[config.mk]
export PLATFORM = sky130hd
export DESIGN_NAME = mem_bus_arbiter
export DESIGN_NICKNAME = d
export VERILOG_FILES = /design/src/rtl/mem_bus_pkg.sv /design/src/rtl/rr_pick2.sv /design/src/rtl/mem_bus_arbiter.sv
export SDC_FILE = /design/constraint.sdc
export NUM_CORES = 1
export LEC_CHECK = 0
export ABC_CLOCK_PERIOD_IN_PS = 1980
export CAP_MARGIN = 20
export CORE_MARGIN = 2
export CORE_UTILIZATION = 37
export CTS_BUF_LIST = sky130_fd_sc_hd__clkbuf_16
export DETAILED_ROUTE_END_ITERATION = 10
export GPL_ROUTABILITY_DRIVEN = 1
export HOLD_SLACK_MARGIN = 0.05
export PLACE_DENSITY_LB_ADDON = 0.15
export SYNTH_ARGS = -nofsm -noshare
export SYNTH_HDL_FRONTEND = slang
export SYNTH_SLANG_ARGS = --single-unit
[constraint.sdc]
create_clock -name clk -period 1.98 [get_ports clk]
set_input_delay 0.594 -clock clk [delete_from_list [all_inputs] [get_ports clk]]
set_output_delay 0.594 -clock clk [all_outputs]
set_load 0.03 [all_outputs]
[src/rtl/mem_bus_pkg.sv]
// Shared encodings for the memory bus arbiter and its helpers.
package mem_bus_pkg;

  typedef enum logic [1:0] {
    ST_IDLE = 2'd0,
    ST_BUSY = 2'd1,
    ST_DONE = 2'd2
  } state_e;

  localparam logic [31:0] TIMEOUT_FILL = 32'hFFFF_FFFF;

endpackage

[src/rtl/rr_pick2.sv]
// Two-way round-robin picker: on a tie the requester that did not win last time wins.
module rr_pick2 (
  input  logic [1:0] req,
  input  logic       last,
  output logic       gnt_valid,
  output logic       gnt_id
);

  // Select a winner from the request pair
  always_comb begin
    gnt_valid = 1'b0;
    gnt_id    = 1'b0;
    case (req)
      2'b01: begin
        gnt_valid = 1'b1;
        gnt_id    = 1'b0;
      end
      2'b10: begin
        gnt_valid = 1'b1;
        gnt_id    = 1'b1;
      end
      2'b11: begin
        gnt_valid = 1'b1;
        gnt_id    = ~last;
      end
      default: begin
        gnt_valid = 1'b0;
        gnt_id    = 1'b0;
      end
    endcase
  end

endmodule

[src/rtl/mem_bus_arbiter.sv]
// Shares one valid/ready memory bus between the load/store port (0) and the
// prefetch port (1), one transaction at a time, with a hung-bus watchdog.
module mem_bus_arbiter
  import mem_bus_pkg::*;
#(
  parameter int unsigned TIMEOUT = 255,
  parameter int unsigned CW      = 8
) (
  input  logic        clk,
  input  logic        rstn,
  input  logic        m0_valid,
  input  logic [31:0] m0_addr,
  input  logic [31:0] m0_wdata,
  input  logic [3:0]  m0_wstrb,
  output logic        m0_ready,
  output logic [31:0] m0_rdata,
  output logic        m0_err,
  input  logic        m1_valid,
  input  logic [31:0] m1_addr,
  input  logic [31:0] m1_wdata,
  input  logic [3:0]  m1_wstrb,
  output logic        m1_ready,
  output logic [31:0] m1_rdata,
  output logic        m1_err,
  output logic        mem_valid,
  input  logic        mem_ready,
  output logic [31:0] mem_addr,
  output logic [31:0] mem_wdata,
  output logic [3:0]  mem_wstrb,
  input  logic [31:0] mem_rdata,
  output logic        busy,
  output logic        grant
);

  localparam logic [CW-1:0] WDOG_LAST = CW'(TIMEOUT - 32'd1);
  localparam logic [CW-1:0] WDOG_MAX  = {CW{1'b1}};

  state_e        state_r;
  logic          last_r;
  logic [CW-1:0] wdog_r;
  logic          pick_valid_s;
  logic          pick_id_s;
  logic [31:0]   sel_addr_s;
  logic [31:0]   sel_wdata_s;
  logic [3:0]    sel_wstrb_s;

  rr_pick2 u_pick (
    .req       ({m1_valid, m0_valid}),
    .last      (last_r),
    .gnt_valid (pick_valid_s),
    .gnt_id    (pick_id_s)
  );

  // Route the winning requester's payload toward the bus registers
  always_comb begin
    if (pick_id_s) begin
      sel_addr_s  = m1_addr;
      sel_wdata_s = m1_wdata;
      sel_wstrb_s = m1_wstrb;
    end else begin
      sel_addr_s  = m0_addr;
      sel_wdata_s = m0_wdata;
      sel_wstrb_s = m0_wstrb;
    end
  end

  // Arbitration FSM; every output is registered here
  always_ff @(posedge clk) begin
    if (!rstn) begin
      state_r   <= ST_IDLE;
      mem_valid <= 1'b0;
      mem_addr  <= 32'd0;
      mem_wdata <= 32'd0;
      mem_wstrb <= 4'd0;
      m0_ready  <= 1'b0;
      m0_rdata  <= 32'd0;
      m0_err    <= 1'b0;
      m1_ready  <= 1'b0;
      m1_rdata  <= 32'd0;
      m1_err    <= 1'b0;
      busy      <= 1'b0;
      grant     <= 1'b0;
      last_r    <= 1'b1;
      wdog_r    <= '0;
    end else begin
      case (state_r)
        ST_IDLE: begin
          if (pick_valid_s) begin
            mem_valid <= 1'b1;
            mem_addr  <= sel_addr_s;
            mem_wdata <= sel_wdata_s;
            mem_wstrb <= sel_wstrb_s;
            grant     <= pick_id_s;
            last_r    <= pick_id_s;
            wdog_r    <= '0;
            busy      <= 1'b1;
            state_r   <= ST_BUSY;
          end
        end
        ST_BUSY: begin
          // A real completion beats a watchdog expiry in the same cycle
          if (mem_ready) begin
            mem_valid <= 1'b0;
            mem_wstrb <= 4'd0;
            state_r   <= ST_DONE;
            if (grant) begin
              m1_ready <= 1'b1;
              m1_rdata <= mem_rdata;
              m1_err   <= 1'b0;
            end else begin
              m0_ready <= 1'b1;
              m0_rdata <= mem_rdata;
              m0_err   <= 1'b0;
            end
          end else if ((TIMEOUT != 32'd0) && (wdog_r == WDOG_LAST)) begin
            mem_valid <= 1'b0;
            mem_wstrb <= 4'd0;
            state_r   <= ST_DONE;
            if (grant) begin
              m1_ready <= 1'b1;
              m1_rdata <= TIMEOUT_FILL;
              m1_err   <= 1'b1;
            end else begin
              m0_ready <= 1'b1;
              m0_rdata <= TIMEOUT_FILL;
              m0_err   <= 1'b1;
            end
          end else if (wdog_r != WDOG_MAX) begin
            wdog_r <= wdog_r + CW'(1);
          end
        end
        ST_DONE: begin
          // Gap cycle: lets the requester drop or replace valid after ready
          m0_ready <= 1'b0;
          m0_err   <= 1'b0;
          m1_ready <= 1'b0;
          m1_err   <= 1'b0;
          busy     <= 1'b0;
          state_r  <= ST_IDLE;
        end
        default: begin
          mem_valid <= 1'b0;
          busy      <= 1'b0;
          state_r   <= ST_IDLE;
        end
      endcase
    end
  end

endmodule

* Yosys cells after proc, flatten, opt, wreduce, memory -nomap -nowiden
Index checks and enable logic that the tools add are counted.
Word-level totals: output and inout port bits 139, bits of input ports 173, bits in registers 150, logic and storage cells 99
Cells by class: eq/ne operators 14, bitwise gates (word level) 4, reduce and logical (&&, ||, !) cells 16, multiplexer cells 49, add/subtract/negate cells 1
Operators with widths (count):
- 2-to-1 mux 32 bit | 10
- 2-to-1 mux 8 bit | 4
- 2-to-1 mux 1 bit | 18
- AND reduction 3 bit | 6
- 2-to-1 mux 4 bit | 4
- one-hot mux 8 bit (2 select lines) | 1
- inequality test 2 bit (second input constant) | 6
- one-hot mux 1 bit (2 select lines) | 6
- adder 8 x 1 -> 8 bit (second input constant) | 1
- equality test 8 bit (second input constant) | 1
- inequality test 8 bit (second input constant) | 1
- one-hot mux 4 bit (2 select lines) | 1
- AND reduction 2 bit | 4
- equality test 2 bit (second input constant) | 3
- 2-to-1 mux 2 bit | 3
- nonzero test 2 bit | 3
- AND reduction 5 bit | 1
- equality test 2 x 1 -> 1 bit (second input constant) | 2
- inverter 1 bit | 4
- one-hot mux 2 bit (2 select lines) | 1
- inequality test 3 bit (second input constant) | 1
- one-hot mux 1 bit (3 select lines) | 1
- OR reduction 3 bit | 1
- logical NOT 2 bit | 1

* Depth between registers and ports, before layout
word-level depth 5, mapped depth 10, depth with buffers taken out 6

* Cells and area by module
From an unflattened synthesis, not the netlist that was laid out.
Second synthesis, totals: cells, all modules 593, area, all modules 6258.5 µm²
Modules (own cells, without submodules):
- mem_bus_arbiter | cells each 591, instances 1, sequential area each 3002.9 µm², area an instance 6244.7 µm²
- rr_pick2 | cells each 2, instances 1, sequential area each 0.0 µm², area an instance 13.8 µm²

* Worst setup path after synthesis
No wires, ideal clock.
kind register to register, start reg state_r[0], end reg mem_wdata[10], stages on the path, launching flop included 11, setup slack 0.084 ns, path buffers 4, arrival 1.750 ns, data required time 1.834 ns, clock period less this slack 1.896 ns, setup time 0.146 ns, cells stage by stage dfxtp_1 > inv_1 > ha_1 > buf_4 > or3b_1 > buf_6 > and2_4 > buf_8 > buf_4 > nor2_1 > a211oi_2
Between the ends: word-level cells in the longest chain between the ends 2
RTL lines:
- start, declared | line mem_bus_arbiter.sv:38 | state_e state_r;
- start signal, assigned | line mem_bus_arbiter.sv:70 | state_r <= ST_IDLE;
- start signal, assigned | line mem_bus_arbiter.sv:97 | state_r <= ST_BUSY;
- start signal, assigned | line mem_bus_arbiter.sv:105 | state_r <= ST_DONE;
- logical NOT 2 bit | line mem_bus_arbiter.sv:86 | case (state_r)
- AND reduction 2 bit (no line)
- end signal, assigned | line mem_bus_arbiter.sv:91 | mem_wdata <= sel_wdata_s;
- end, declared | line mem_bus_arbiter.sv:28 | output logic [31:0] mem_wdata,
Every way passes these cells. A chain may end at the register's enable or synchronous reset.

* Worst setup path in the final report
start reg wdog_r[0], end reg wdog_r[3]
Between the ends: word-level cells in the longest chain between the ends 5, elaborated cells on any way between the ends 10, classes of those cells 1 x add/sub; 4 x eq/ne; 4 x mux; 1 x reduce/logical
RTL lines:
- start, declared | line mem_bus_arbiter.sv:40 | logic [CW-1:0] wdog_r;
- start signal, assigned | line mem_bus_arbiter.sv:129 | wdog_r <= wdog_r + CW'(1);
- adder 8 x 1 -> 8 bit | line mem_bus_arbiter.sv:129
- 2-to-1 mux 8 bit | line mem_bus_arbiter.sv:128 | end else if (wdog_r != WDOG_MAX) begin
- 2-to-1 mux 8 bit | line mem_bus_arbiter.sv:115 | end else if ((TIMEOUT != 32'd0) && (wdog_r == WDOG_LAST)) begin
- 2-to-1 mux 8 bit | line mem_bus_arbiter.sv:102 | if (mem_ready) begin
- one-hot mux 8 bit (2 select lines) | line mem_bus_arbiter.sv:86
Parallel ways exist; a longest one is shown, timed or not. The select of a mux whose other input is x is not followed.

==> impl_metrics.ini <==
[power_and_ir_drop]
combPwrFrac = 0.320
power_leakage_nw = 4.46
pwr-share-clk = 0.312
p_int_mw = 6.41
switching_share = 0.340
peakVddDrop_mv = 0.543
switching_power_mw = 3.30
p_per_area_mw_per_mm2 = 931
power_frac_seq = 0.368
finalPower_mw = 9.71

[synthesis]
synth_edf_count = 0
async_flop_share = 0
synthFlopType = dfxtp_1
syn_avg_cell_area_um2 = 11.2
ys_seq_area_frac = 0.458
ys_ff_latch = 150
synth_cells = 588
yosys_warnings = 0
ys_types = 50
syn-cell-area_mm2 = 0.00656
syn_nets = 766

[final_layout]
n_antenna_cell = 0
drive_gt1_frac = 0.224
layout_commonest_cell = clkdlybuf4s50_1
stdcell_area_mm2 = 0.0104
layout_common_cells = clkdlybuf4s50_1, dfxtp_1, dlygate4sd2_1, nor2_1, mux2i_1
fin_util = 0.602
fin_nets = 1074
finalNonFillerCells = 1134
area_growth_pct = 58.8

[placed_design]
io_buffers = 311
pre_cts_slack_ns = -0.414
dp_cells = 1102
gp_congestion = 0.813
place_area_mm2 = 0.0100
place_hpwl_um = 15300

[worst_hold_path]
min_path_type = reg -> reg

[die]
coreArea_mm2 = 0.0173
die_height_um = 137
num_rows = 48
start_util = 0.379
dieArea_mm2 = 0.0188
dieWidth_um = 137
ios = 312

[timing]
setup_tns_ns = 0
skew_ns = 0.00786
final.min_clock_period_ns = 1.88
rsz0062_at_grt = false
finalCritPeriodShare = 0.947
worst_pin_slew_ns = 0.394
fmax_mhz = 533
final_hold_viol_count = 0
setup_slack_ns = 0.104
finalSetupViolCount = 0
drv_slew = 0
hold_ws_ns = 0.477
maxSlewHeadroom = 0.739

[cts]
clk_pin_slew_worst_paths_ns = 0.06
clk-insertion-delay-late_ns = 0.42
cts.sinks = 150
post_cts_resized = 138
htreeDepth = 4
cts.hold.buffers_added = 0
cts_tree = done
cts_setup_buffers = 0
clockRootBuffer = clkbuf_16
cts_buffers = 17
cts_buffer_depth = 2

[setup_path]
slowest_stage = dfxtp_2
cp.arrival_ns = 2.23
cpPeakStageDelay_ns = 0.38
startpoint_type = flip-flop
cp_top_family = compound AO/OA/AOI/OAI gates
path_class = reg -> reg
crit_fanout = 6
cp-end-kind = flip-flop
worstPathRequired_ns = 2.33
worst-path-buf-inv = 1
crit_chain = inv_1 -> ha_1 -> or2_2 -> a311oi_1 -> mux2_2 -> a21oi_1

[route]
dr.pass1.iters = 4
vias_per_cell = 5.24
drc = 0
postRouteWirelength_um = 20800
vias = 5947
avgRoutedWirePerCell_um = 18.3
drt_iter0_drc = 301
ant_nets = 0

[grt]
grt_usage = 0.213
antenna_found_initial = 0
first_global_vias = 6007
grt_max_degree = 82
grt_pass1_wl_um = 31200
overflow = 0

[run_status]
run_status = completed

[flow_run]
drv_cap = 0
## cell type report
class | count | area [µm²]
Clock buffer | 17 | 425
Clock inverter | 15 | 130
Fill cell | 1436 | 6880
Inverter | 7 | 28.8
Multi-Input combinational cell | 373 | 3180
Sequential cell | 150 | 3000
Tap cell | 225 | 282
Timing Repair Buffer | 347 | 3370
## synth_stat cells (all sizes together), types with 2 or more instances
cell type / instances / share of area
or3: 5 / 0.0048
a31oi: 5 / 0.0071
nand3: 11 / 0.0084
buf: 33 / 0.042
a31o: 4 / 0.0053
nor4: 4 / 0.0038
o221ai: 3 / 0.0040
nand4: 5 / 0.0048
mux2i: 70 / 0.11
nor3: 2 / 0.0015
nand2: 16 / 0.0092
nor2: 74 / 0.043
o221a: 64 / 0.11
a211oi: 64 / 0.12
o21ai: 3 / 0.0029
ha: 5 / 0.0095
and3: 3 / 0.0029
a21oi: 10 / 0.0076
a311oi: 2 / 0.0027
mux2: 3 / 0.0051
nor2b: 2 / 0.0019
dfxtp: 150 / 0.46
or4: 2 / 0.0023
inv: 6 / 0.0034
clkbuf: 25 / 0.014
## worst min-delay path, cell delays in order (launching register included)
cell	delay [ns]
dfxtp_1	0.31
nand3_1	0.06
mux2i_1	0.06
## power by group through the flow
stage / Sequential, mW / Clock [mW] / Combinational (mW)
after CTS: 3.57 / 3.09 / 3.14
final: 3.57 / 3.03 / 3.11
after global placement: 3.63 / 0 / 3.30
after global routing: 3.61 / 3.22 / 3.31
after detailed placement: 3.65 / 0 / 3.36
after floorplan: 4.32 / 0 / 1.32
## worst paths after layout
check | to | cells past startpoint | slack (ns) | from
hold / removal | m1_err$_SDFFE_PN0P_ | 2 | 0.48 | m1_err$_SDFFE_PN0P_
setup / recovery | wdog_r[3]$_SDFFE_PN0P_ | 6 | 0.10 | wdog_r[0]$_SDFFE_PN0P_
setup reg to reg | wdog_r[3]$_SDFFE_PN0P_ | 6 | 0.10 | wdog_r[0]$_SDFFE_PN0P_
hold reg to reg | m1_err$_SDFFE_PN0P_ | 2 | 0.48 | m1_err$_SDFFE_PN0P_
## cell families after synthesis
logic type	share of synthesized area
and+or+nand+nor	0.0908
DFF	0.458
adders and majority gates	0.00953
muxes	0.112
buffers and inverters	0.0599
AOI/OAI and AO/OA	0.270
## state kept, by name, indices dropped and copies added, names as in the netlist
signal	flops
busy	1
last_r	1
grant	1
mem_addr	32
mem_valid	1
mem_wstrb	4
m0_err	1
m0_ready	1
wdog_r	8
m1_err	1
m1_rdata	32
state_r	2
m0_rdata	32
m1_ready	1
mem_wdata	32
## layer usage
metal	track usage	up-vias	share of wire
li1	-	2874	-
met1	0.238	2827	0.39
met2	0.392	214	0.52
met3	0.0515	32	0.076
met4	0.0699	0	0.018
met5	0	-	0
Power figures use the tool's default switching activity.
